**src/rtl/maf_issue.sv**
```systemverilog
// Issue / result-collection front end for the maf multiply-add unit.
// Credit-gated issue guarantees every result in flight has a FIFO slot waiting.
module maf_issue #(
  parameter int DEPTH = 8,
  parameter int CNT_W = 4
) (
  input  logic        clk,
  input  logic        rst_n,
  input  logic        in_vld,
  output logic        in_rdy,
  input  logic        in_nj_mode,
  input  logic [31:0] in_a,
  input  logic [31:0] in_b,
  input  logic [31:0] in_c,
  output logic        op_vld,
  output logic        nj_mode,
  output logic [31:0] a,
  output logic [31:0] b,
  output logic [31:0] c,
  input  logic [31:0] res,
  input  logic        res_rdy,
  output logic        out_vld,
  input  logic        out_rdy,
  output logic [31:0] out_res,
  output logic        busy,
  output logic        err_spur
);

  localparam int PTR_W = $clog2(DEPTH);

  logic [CNT_W-1:0] inflight;
  logic [CNT_W-1:0] count;
  logic [PTR_W-1:0] wr_ptr;
  logic [PTR_W-1:0] rd_ptr;
  logic [31:0]      mem [DEPTH];
  logic [CNT_W:0]   reserved;
  logic             accept;
  logic             push;
  logic             pop;
  logic             spur;

  // Credits: every accepted op owns a slot until its result is popped.
  assign reserved = {1'b0, inflight} + {1'b0, count};
  assign in_rdy   = rst_n && (reserved < (CNT_W+1)'(DEPTH));
  assign accept   = in_vld && in_rdy;
  assign push     = res_rdy && (inflight != '0);
  assign spur     = res_rdy && (inflight == '0);
  assign out_vld  = (count != '0);
  assign pop      = out_vld && out_rdy;
  assign out_res  = mem[rd_ptr];
  assign busy     = (inflight != '0) || (count != '0);

  // Issue stage: operands go to maf one cycle after acceptance
  always_ff @(posedge clk) begin
    if (!rst_n) begin
      op_vld   <= 1'b0;
      nj_mode  <= 1'b0;
      a        <= '0;
      b        <= '0;
      c        <= '0;
      inflight <= '0;
      count    <= '0;
      wr_ptr   <= '0;
      rd_ptr   <= '0;
      err_spur <= 1'b0;
    end else begin
      op_vld  <= accept;
      nj_mode <= accept & in_nj_mode;
      a       <= accept ? in_a : '0;
      b       <= accept ? in_b : '0;
      c       <= accept ? in_c : '0;

      case ({accept, push})
        2'b10:   inflight <= inflight + CNT_W'(1);
        2'b01:   inflight <= inflight - CNT_W'(1);
        default: inflight <= inflight;
      endcase

      case ({push, pop})
        2'b10:   count <= count + CNT_W'(1);
        2'b01:   count <= count - CNT_W'(1);
        default: count <= count;
      endcase

      if (push) wr_ptr <= wr_ptr + PTR_W'(1);
      if (pop)  rd_ptr <= rd_ptr + PTR_W'(1);
      // Results returning after a mid-operation reset land here.
      if (spur) err_spur <= 1'b1;
    end
  end

  // Result capture stage: storage is deliberately left out of reset
  always_ff @(posedge clk) begin
    if (push) mem[wr_ptr] <= res;
  end

  always_ff @(posedge clk) begin
    if (rst_n) assert (!(push && count == CNT_W'(DEPTH)))
      else $error("maf_issue result FIFO overflow");
  end

endmodule

```
**config.mk**
```make
export PLATFORM = sky130hd
export DESIGN_NAME = maf_issue
export DESIGN_NICKNAME = d
export VERILOG_FILES = /design/src/rtl/maf_issue.sv
export SDC_FILE = /design/constraint.sdc
export NUM_CORES = 1
export LEC_CHECK = 0
export ABC_AREA = 1
export CORE_ASPECT_RATIO = 1.5
export CORE_MARGIN = 5
export CORE_UTILIZATION = 50
export DETAILED_ROUTE_END_ITERATION = 10
export DONT_BUFFER_PORTS = 1
export PLACE_DENSITY = 0.71
export SLEW_MARGIN = 20
export SYNTH_ARGS = -nofsm -noshare
export SYNTH_HDL_FRONTEND = slang
export SYNTH_SLANG_ARGS = --single-unit
```
**constraint.sdc**
```tcl
create_clock -name clk -period 9.9 [get_ports clk]
set_clock_uncertainty 0.05 [all_clocks]
set_input_delay 1.98 -clock clk [delete_from_list [all_inputs] [get_ports clk]]
set_output_delay 1.98 -clock clk [all_outputs]
set_load 0.03 [all_outputs]
```
==> impl_results.md, run 1 <==
- Largest stage delay, worst path: 0.83 ns
- Global route hottest layer: met2
- Top-level port count: 268
- Pleak: 5.78 nW
- Kind of start point of the critical path: register
- Cell area reported after detailed placement: 14000 um^2
- Depth of the worst hold-timing path: 2
- CTS hold repair buffers: 0
- Met2 capacity usage during global routing: 34.6%
- Synth Area in Simple Gates: 11.3%
- Clock transition at the registers of the reported paths: 0.07 ns
- GRT Resource Usage Total: 19.3%
- Highest net fanout along the worst path: 106
- Antenna Nets Post-Route: 0
- Unrepaired setup endpoints after global routing: false
- Nets: 1307
- Cell internal pwr: 2.78 mW
- Die area: 30600 um^2
- Outcome: finished, final reports clean
- Gate count of the mapped netlist: 1170
- Post-Route Setup TNS: 0 ns
- N_diodes: 0
- Kind of path behind the tightest hold check: register to register
- Horizontal die dimension: 145 um
- Routability congestion estimate: 0.807
- Area fraction of the dominant cell type after synthesis: 56.6%
- Share of synthesized cell area in full adder, half adder and majority cells: 1.31%
- Slowest stage cell, crit path: sky130_fd_sc_hd__buf_4
- Sequential area share after synthesis: 73.7%
- Effective utilization at floorplan: 50.3%
- Shortest clock period the worst path allows after layout: 5.13 ns
- Post-Route Utilization: 55.7%
- Largest net degree at the start of global routing: 107
- Core Footprint: 27000 um^2
- Category of the worst setup path capture point: output port
- M1 GR Usage: 21.5%
- Clock latency of the later-clocked register in the worst-skew pair: 0.57 ns
- Worst reg-to-reg path cell count: 11
- Total iterations of the first detailed-routing run: 5
- Via count normalized by instance count: 5.37
- Yosys Warn Count: 0
- Cell Area, Synth: 13600 um^2
- Place WS: 5.15 ns
- #FFs+latches synth: 372
- Wirelength per Cell: 19.7 um
- Post-route DRC violation count: 0
- Met3 layer usage reported by global route: 6.28%
- Power share of the sequential group: 48.1%
- CP Buf/Inv Count: 2
- Total vias in the final route: 8201
- Instance count on the critical path: 6
- Number of distinct standard cells referenced by the synthesized netlist: 26
- Root buffer cell: sky130_fd_sc_hd__clkbuf_16
- Max Cap Viol: 0
- Kind of cell adding the most delay to the critical path: buffers and inverters
- Share of synthesized area spent on multiplexers: 0%
- Final setup violation count: 0
- Clock power share: 28.0%
- Final standard cell area without fillers: 15100 um^2
- Critical Path AT: 3.10 ns
- Htree depth: 1
- Area fraction in compound gates after synthesis: 8.36%
- Cts bufs inserted: 31
- Count of final max-slew check failures: 0
- Post-CTS setup buffers: 0
- Non-Filler Instances: 1526
- Clock net sink count: 372
- DRC violation total after the first TritonRoute iteration: 532
- Headroom to the max-slew limit: 28.1%
- Share of cells above drive strength 1: 7.52%
- Antenna violations before repair: 0
- Logic pwr share: 24.0%
- IR Drop Worst-Case VDD: 0.191 mV
- Switching Share: 35.5%
- Area added between synthesis and finish: 10.8%
- TritonCTS clock tree: done
- Nets in the synthesized netlist: 1317
- Required time reported for the critical path endpoint: 7.87 ns
- Share of the cycle needed by the critical path after routing: 51.9%
- Total of cells resized after clock tree synthesis: 0
- Vias in the first global route: 8283
- Avg Cell Area, Syn: 11.6 um^2
- Remaining Overflow, GRT: 0
- Area contributors post-synth: sky130_fd_sc_hd__edfxtp_1, sky130_fd_sc_hd__dfxtp_1, sky130_fd_sc_hd__nor2_1
- Row count: 74
- Minimum setup slack in the final design: 4.77 ns
- Critical path type: register to output port
- Areal power density over the cells: 286 nW/um^2
- Post-DP HPWL: 19000 um
- Leading area contributor after synthesis: sky130_fd_sc_hd__edfxtp_1
- First-pass GRT wire length: 45500 um
- IO Port Bufs: 0
- Final wirelength: 30100 um
- Y dimension of the die: 212 um
- Final Hold Fails: 0
- Transition at the pin with the smallest max-transition slack: 1.08 ns
- Net Switching: 1.53 mW
- Cell with the most instances on the worst path: sky130_fd_sc_hd__nand2_1
- Cell total after placement: 1469
- Largest family of logic cells by synthesized area: simple AND/OR/NAND/NOR gates
- Fraction of synthesized cell area in xor and xnor cells: 0.258%
- CTS Buffer Depth: 3
- List of cells traversed by the critical path: inv_2 -> buf_4 -> o21ai_0 -> o22ai_1 -> nand2_1 -> nand2_1
- FMAX: 0.195 GHz
==> layout by cell type (no fill, tap or decap), types with 3 or more instances in the layout <==
cell                          n
sky130_fd_sc_hd__edfxtp_1   256
sky130_fd_sc_hd__nor2_1     227
sky130_fd_sc_hd__o21ai_0    136
sky130_fd_sc_hd__nand2_1    131
sky130_fd_sc_hd__inv_1      121
sky130_fd_sc_hd__dfxtp_1    115
sky130_fd_sc_hd__o22ai_1     64
sky130_fd_sc_hd__clkbuf_16   34
sky130_fd_sc_hd__a21oi_1     11
sky130_fd_sc_hd__ha_1        11
sky130_fd_sc_hd__buf_4       11
sky130_fd_sc_hd__nor2_2      10
sky130_fd_sc_hd__clkbuf_1     7
sky130_fd_sc_hd__nand3_1      5
sky130_fd_sc_hd__nor3_2       4
sky130_fd_sc_hd__nor2_4       4
sky130_fd_sc_hd__clkbuf_8     4
sky130_fd_sc_hd__clkinv_2     4
sky130_fd_sc_hd__or2_2        3
==> cells in the mapped netlist, drive strengths merged <==
cell type	instances
xor2	2
edfxtp	256
fa	2
nand3	6
o22ai	64
nor2	241
nand4	2
a21oi	11
nand2	131
inv	122
nor3	4
clkbuf	43
ha	11
xnor2	2
buf	15
clkinv	1
nor4	1
o21ai	136
and2	1
dfxtp	116
or2	3
==> power groups by stage <==
stage	clock, mW	sequential [mW]	combinational, mW
2_1_floorplan	0	2.06	0.834
3_3_place_gp	0	2.11	1.02
3_5_place_dp	0	2.11	1.05
4_1_cts	1.24	2.08	1.05
5_1_grt	1.30	2.09	1.15
6_report	1.20	2.07	1.03
==> area by class of cell <==
class	instances	area, um^2
well taps	342	428
clock buffers	46	940
multi-input cells	617	2940
fillers	2172	12000
repair buffers	15	178
inverters	123	462
flip-flops and latches	372	10000
clock inverters	11	90.1
==> worst min-delay path, delay by kind of cell, from the launching register on <==
kind,cells,cell delay (ns)
flops,1,0.34
simple gates,1,0.07
compound gates,1,0.05
==> through the flow <==
stage | hold WS [ns] | power, mW
finish | 0.458 | 4.31
global route | 0.490 | 4.54
CTS | 0.451 | 4.37
detailed placement | 0.443 | 3.15
global placement | 0.441 | 3.13
floorplan | 0.415 | 2.90
==> state kept, by name, summed over array words and instances (netlist names), named ones only <==
register,count
rd_ptr,3
nj_mode,1
mem,256
count,4
c,32
wr_ptr,3
op_vld,1
b,32
inflight,4
err_spur,1
a,32
==> logic make-up (layout without fill, tap and decap cells) <==
logic type | after synthesis | after routing
simple gates | 389 | 389
flops | 372 | 372
compound gates | 211 | 211
buf+inv | 181 | 195
fa+ha+maj | 13 | 13
xor+xnor | 4 | 4
==> path summary, 6_finish.rpt <==
check                   start          end  slack [ns]
setup / recovery     register   out_res[3]        4.77
hold / removal       count[3]     count[3]        0.46
setup reg to reg  inflight[3]  inflight[3]        6.93
hold reg to reg      count[3]     count[3]        0.46
==> per-layer routing <==
metal	routed length (um)	vias up
met2	15800	365
met1	10900	3880
met3	2770	47
li1	-	3909
met4	684	0
met5	0	-
Power figures use the tool's default switching activity.
==> run 2: changes to the inputs <==
--- a/config.mk
+++ b/config.mk
@@ -11,7 +11,7 @@
 export CORE_UTILIZATION = 50
 export DETAILED_ROUTE_END_ITERATION = 10
 export DONT_BUFFER_PORTS = 1
-export PLACE_DENSITY = 0.71
+export PLACE_DENSITY = 0.74
 export SLEW_MARGIN = 20
 export SYNTH_ARGS = -nofsm -noshare
 export SYNTH_HDL_FRONTEND = slang
==> constraint.sdc (replaced) <==
create_clock -name clk -period 4.2 [get_ports clk]
set_clock_uncertainty 0.05 [all_clocks]
set_input_delay 0.84 -clock clk [delete_from_list [all_inputs] [get_ports clk]]
set_output_delay 0.84 -clock clk [all_outputs]
set_load 0.03 [all_outputs]
==> impl_results.md, run 2 (synthesis results as in run 1) <==
- Number of fill cells in the layout: 2216 (was 2172)
- Count of final max-slew check failures: 0 (unchanged)
- Highest net fanout along the worst path: 47 (was 106)
- Outcome: finished, final reports clean (unchanged)
- Areal power density over the cells: 683 nW/um^2 (was 286 nW/um^2)
- Horizontal die dimension: 145 um (unchanged)
- Cell area reported after detailed placement: 14000 um^2 (about the same)
- Antenna violations before repair: 0 (unchanged)
- Via count normalized by instance count: 5.41 (was 5.37)
- Final setup violation count: 0 (unchanged)
- Effective utilization at floorplan: 50.3% (unchanged)
- Routability congestion estimate: 0.824 (was 0.807)
- First-pass GRT wire length: 45300 um (was 45500 um)
- Top register by number of flip-flops: mem (unchanged)
- CTS Buffer Depth: 3 (unchanged)
- Area used by multi-input combinational logic: 2940 um^2 (unchanged)
- Critical hold path startpoint: res[3] (was count[3])
- Remaining Overflow, GRT: 0 (unchanged)
- Most frequent standard cell in the layout excluding fill and tap cells: sky130_fd_sc_hd__edfxtp_1 (unchanged)
- Cell total after placement: 1473 (was 1469)
- Pleak: 5.83 nW (was 5.78 nW)
- Shortest clock period the worst path allows after layout: 3.29 ns
- Category of the worst setup path capture point: output port (unchanged)
- Share of the cycle needed by the critical path after routing: 78.3%
- Largest stage delay, worst path: 0.47 ns (was 0.83 ns)
- Post-Route Setup TNS: 0 ns (unchanged)
- Non-Filler Instances: 1530 (was 1526)
- DRC violation total after the first TritonRoute iteration: 408 (was 532)
- Total vias in the final route: 8278 (was 8201)
- Critical Path AT: 2.40 ns (was 3.10 ns)
- Commonest cells after routing, fill and taps aside: sky130_fd_sc_hd__edfxtp_1, sky130_fd_sc_hd__nor2_1, sky130_fd_sc_hd__o21ai_0, sky130_fd_sc_hd__nand2_1, sky130_fd_sc_hd__inv_1 (unchanged)
- Max Cap Viol: 0 (unchanged)
- Wirelength per Cell: 19.7 um (about the same)
- TritonCTS clock tree: done (unchanged)
- Slowest stage cell, crit path: sky130_fd_sc_hd__buf_4 (unchanged)
- Worst R2R Start: count[0] (was inflight[3])
- Headroom to the max-slew limit: 32.4% (was 28.1%)
- GRT Resource Usage Total: 19.2% (was 19.3%)
- Unrepaired setup endpoints after global routing: false (unchanged)
- Share of cells above drive strength 1: 8.00% (was 7.52%)
- Row count: 74 (unchanged)
- Post-DP HPWL: 18300 um (was 19000 um)
- Y dimension of the die: 212 um (unchanged)
- CTS hold repair buffers: 0 (unchanged)
- Clock latency of the later-clocked register in the worst-skew pair: 0.56 ns (was 0.57 ns)
- Htree depth: 1 (unchanged)
- Antenna Nets Post-Route: 0 (unchanged)
- Vias in the first global route: 8418 (was 8283)
- Cts bufs inserted: 31 (unchanged)
- Die area: 30600 um^2 (unchanged)
- Required time reported for the critical path endpoint: 3.31 ns (was 7.87 ns)
- Final Hold Fails: 0 (unchanged)
- Number of flip-flops under the largest register name: 256 (unchanged)
- Final standard cell area without fillers: 15100 um^2 (about the same)
- Post-CTS setup buffers: 0 (unchanged)
- Kind of start point of the critical path: register (unchanged)
- Largest net degree at the start of global routing: 129 (was 107)
- N_diodes: 0 (unchanged)
- Clock transition at the registers of the reported paths: 0.07 ns (about the same)
- Root buffer cell: sky130_fd_sc_hd__clkbuf_16 (unchanged)
- List of cells traversed by the critical path: clkinv_1 -> buf_4 -> o21ai_0 -> o22ai_1 -> nand2_1 -> nand2_1 -> buf_4 (was inv_2 -> buf_4 -> o21ai_0 -> o22ai_1 -> nand2_1 -> nand2_1)
- Total iterations of the first detailed-routing run: 5 (unchanged)
- Register area: 10000 um^2 (unchanged)
- Critical path type: register to output port (unchanged)
- Area added between synthesis and finish: 11.0% (was 10.8%)
- Transition at the pin with the smallest max-transition slack: 1.01 ns (was 1.08 ns)
- Post-route DRC violation count: 0 (unchanged)
- IR Drop Worst-Case VDD: 0.457 mV (was 0.191 mV)
- Core Footprint: 27000 um^2 (unchanged)
- IO Port Bufs: 0 (unchanged)
- Kind of path behind the tightest hold check: primary input to register (was register to register)
- Nets: 1311 (was 1307)
- Total of cells resized after clock tree synthesis: 0 (unchanged)
- Clock net sink count: 372 (unchanged)
- Top-level port count: 268 (unchanged)
- Final wirelength: 30100 um (about the same)
- FMAX: 0.304 GHz
[run 2: cell count changes in the layout (fill, tap and decap cells not counted), moves of 2 or more]
cell,previous run,this run
sky130_fd_sc_hd__buf_4,11,17
sky130_fd_sc_hd__clkbuf_1,7,3
sky130_fd_sc_hd__inv_1,121,124
sky130_fd_sc_hd__buf_16,2,0
[run 2: critical path: cells and delay by family (launching register included)]
| family | cells | cell delay (ns) |
|---|---|---|
| buffers and inverters | 3 | 1.06 |
| and+or+nand+nor | 2 | 0.15 |
| AOI/OAI and AO/OA | 2 | 0.25 |
| DFF | 1 | 0.33 |
[run 2: final cells by class]
| type | count | area share (%) |
|---|---|---|
| repair buffers | 19 | 1.11 |
| inverters | 123 | 3.06 |
| multi-input cells | 617 | 19.5 |
| flip-flops and latches | 372 | 66.4 |
| well taps | 342 | 2.84 |
| clock buffers | 44 | 6.25 |
| clock inverters | 13 | 0.863 |
[run 2: layer usage]
metal  track usage (%)  routed length, um  up-vias
li1                  -                  -     3914
met1              21.4              10600     3890
met2              33.5              15200      411
met3              6.67               3360       63
met4              7.27                976        0
met5                 0                  0        -
[run 2: stage by stage]
step           total power [mW]  hold WS (ns)  setup WS [ns]  utilization, %
2_1_floorplan              6.83         0.415          0.473               -
3_3_place_gp               7.40         0.425           1.41            51.8
3_5_place_dp               7.45         0.444           1.37            51.8
4_1_cts                    10.4         0.285          0.814            55.8
5_1_grt                    10.8         0.286          0.708            55.8
6_report                   10.3         0.311          0.911            55.8
[run 2: final timing paths]
check                           depth (start not counted)           to  slack, ns
worst max-delay path                                    7  out_res[26]       0.91
worst min-delay path                                    0    mem[3][3]       0.31
worst max register to register                         12     count[3]       1.48
worst min register to register                          2    rd_ptr[2]       0.45
[run 2: power breakdown]
part	leakage, nW	total (mW)	switching [mW]	internal (mW)
Combinational	2.01	2.52	1.89	0.625
Clock	0.554	2.95	1.23	1.71
Sequential	3.26	4.84	0.503	4.34
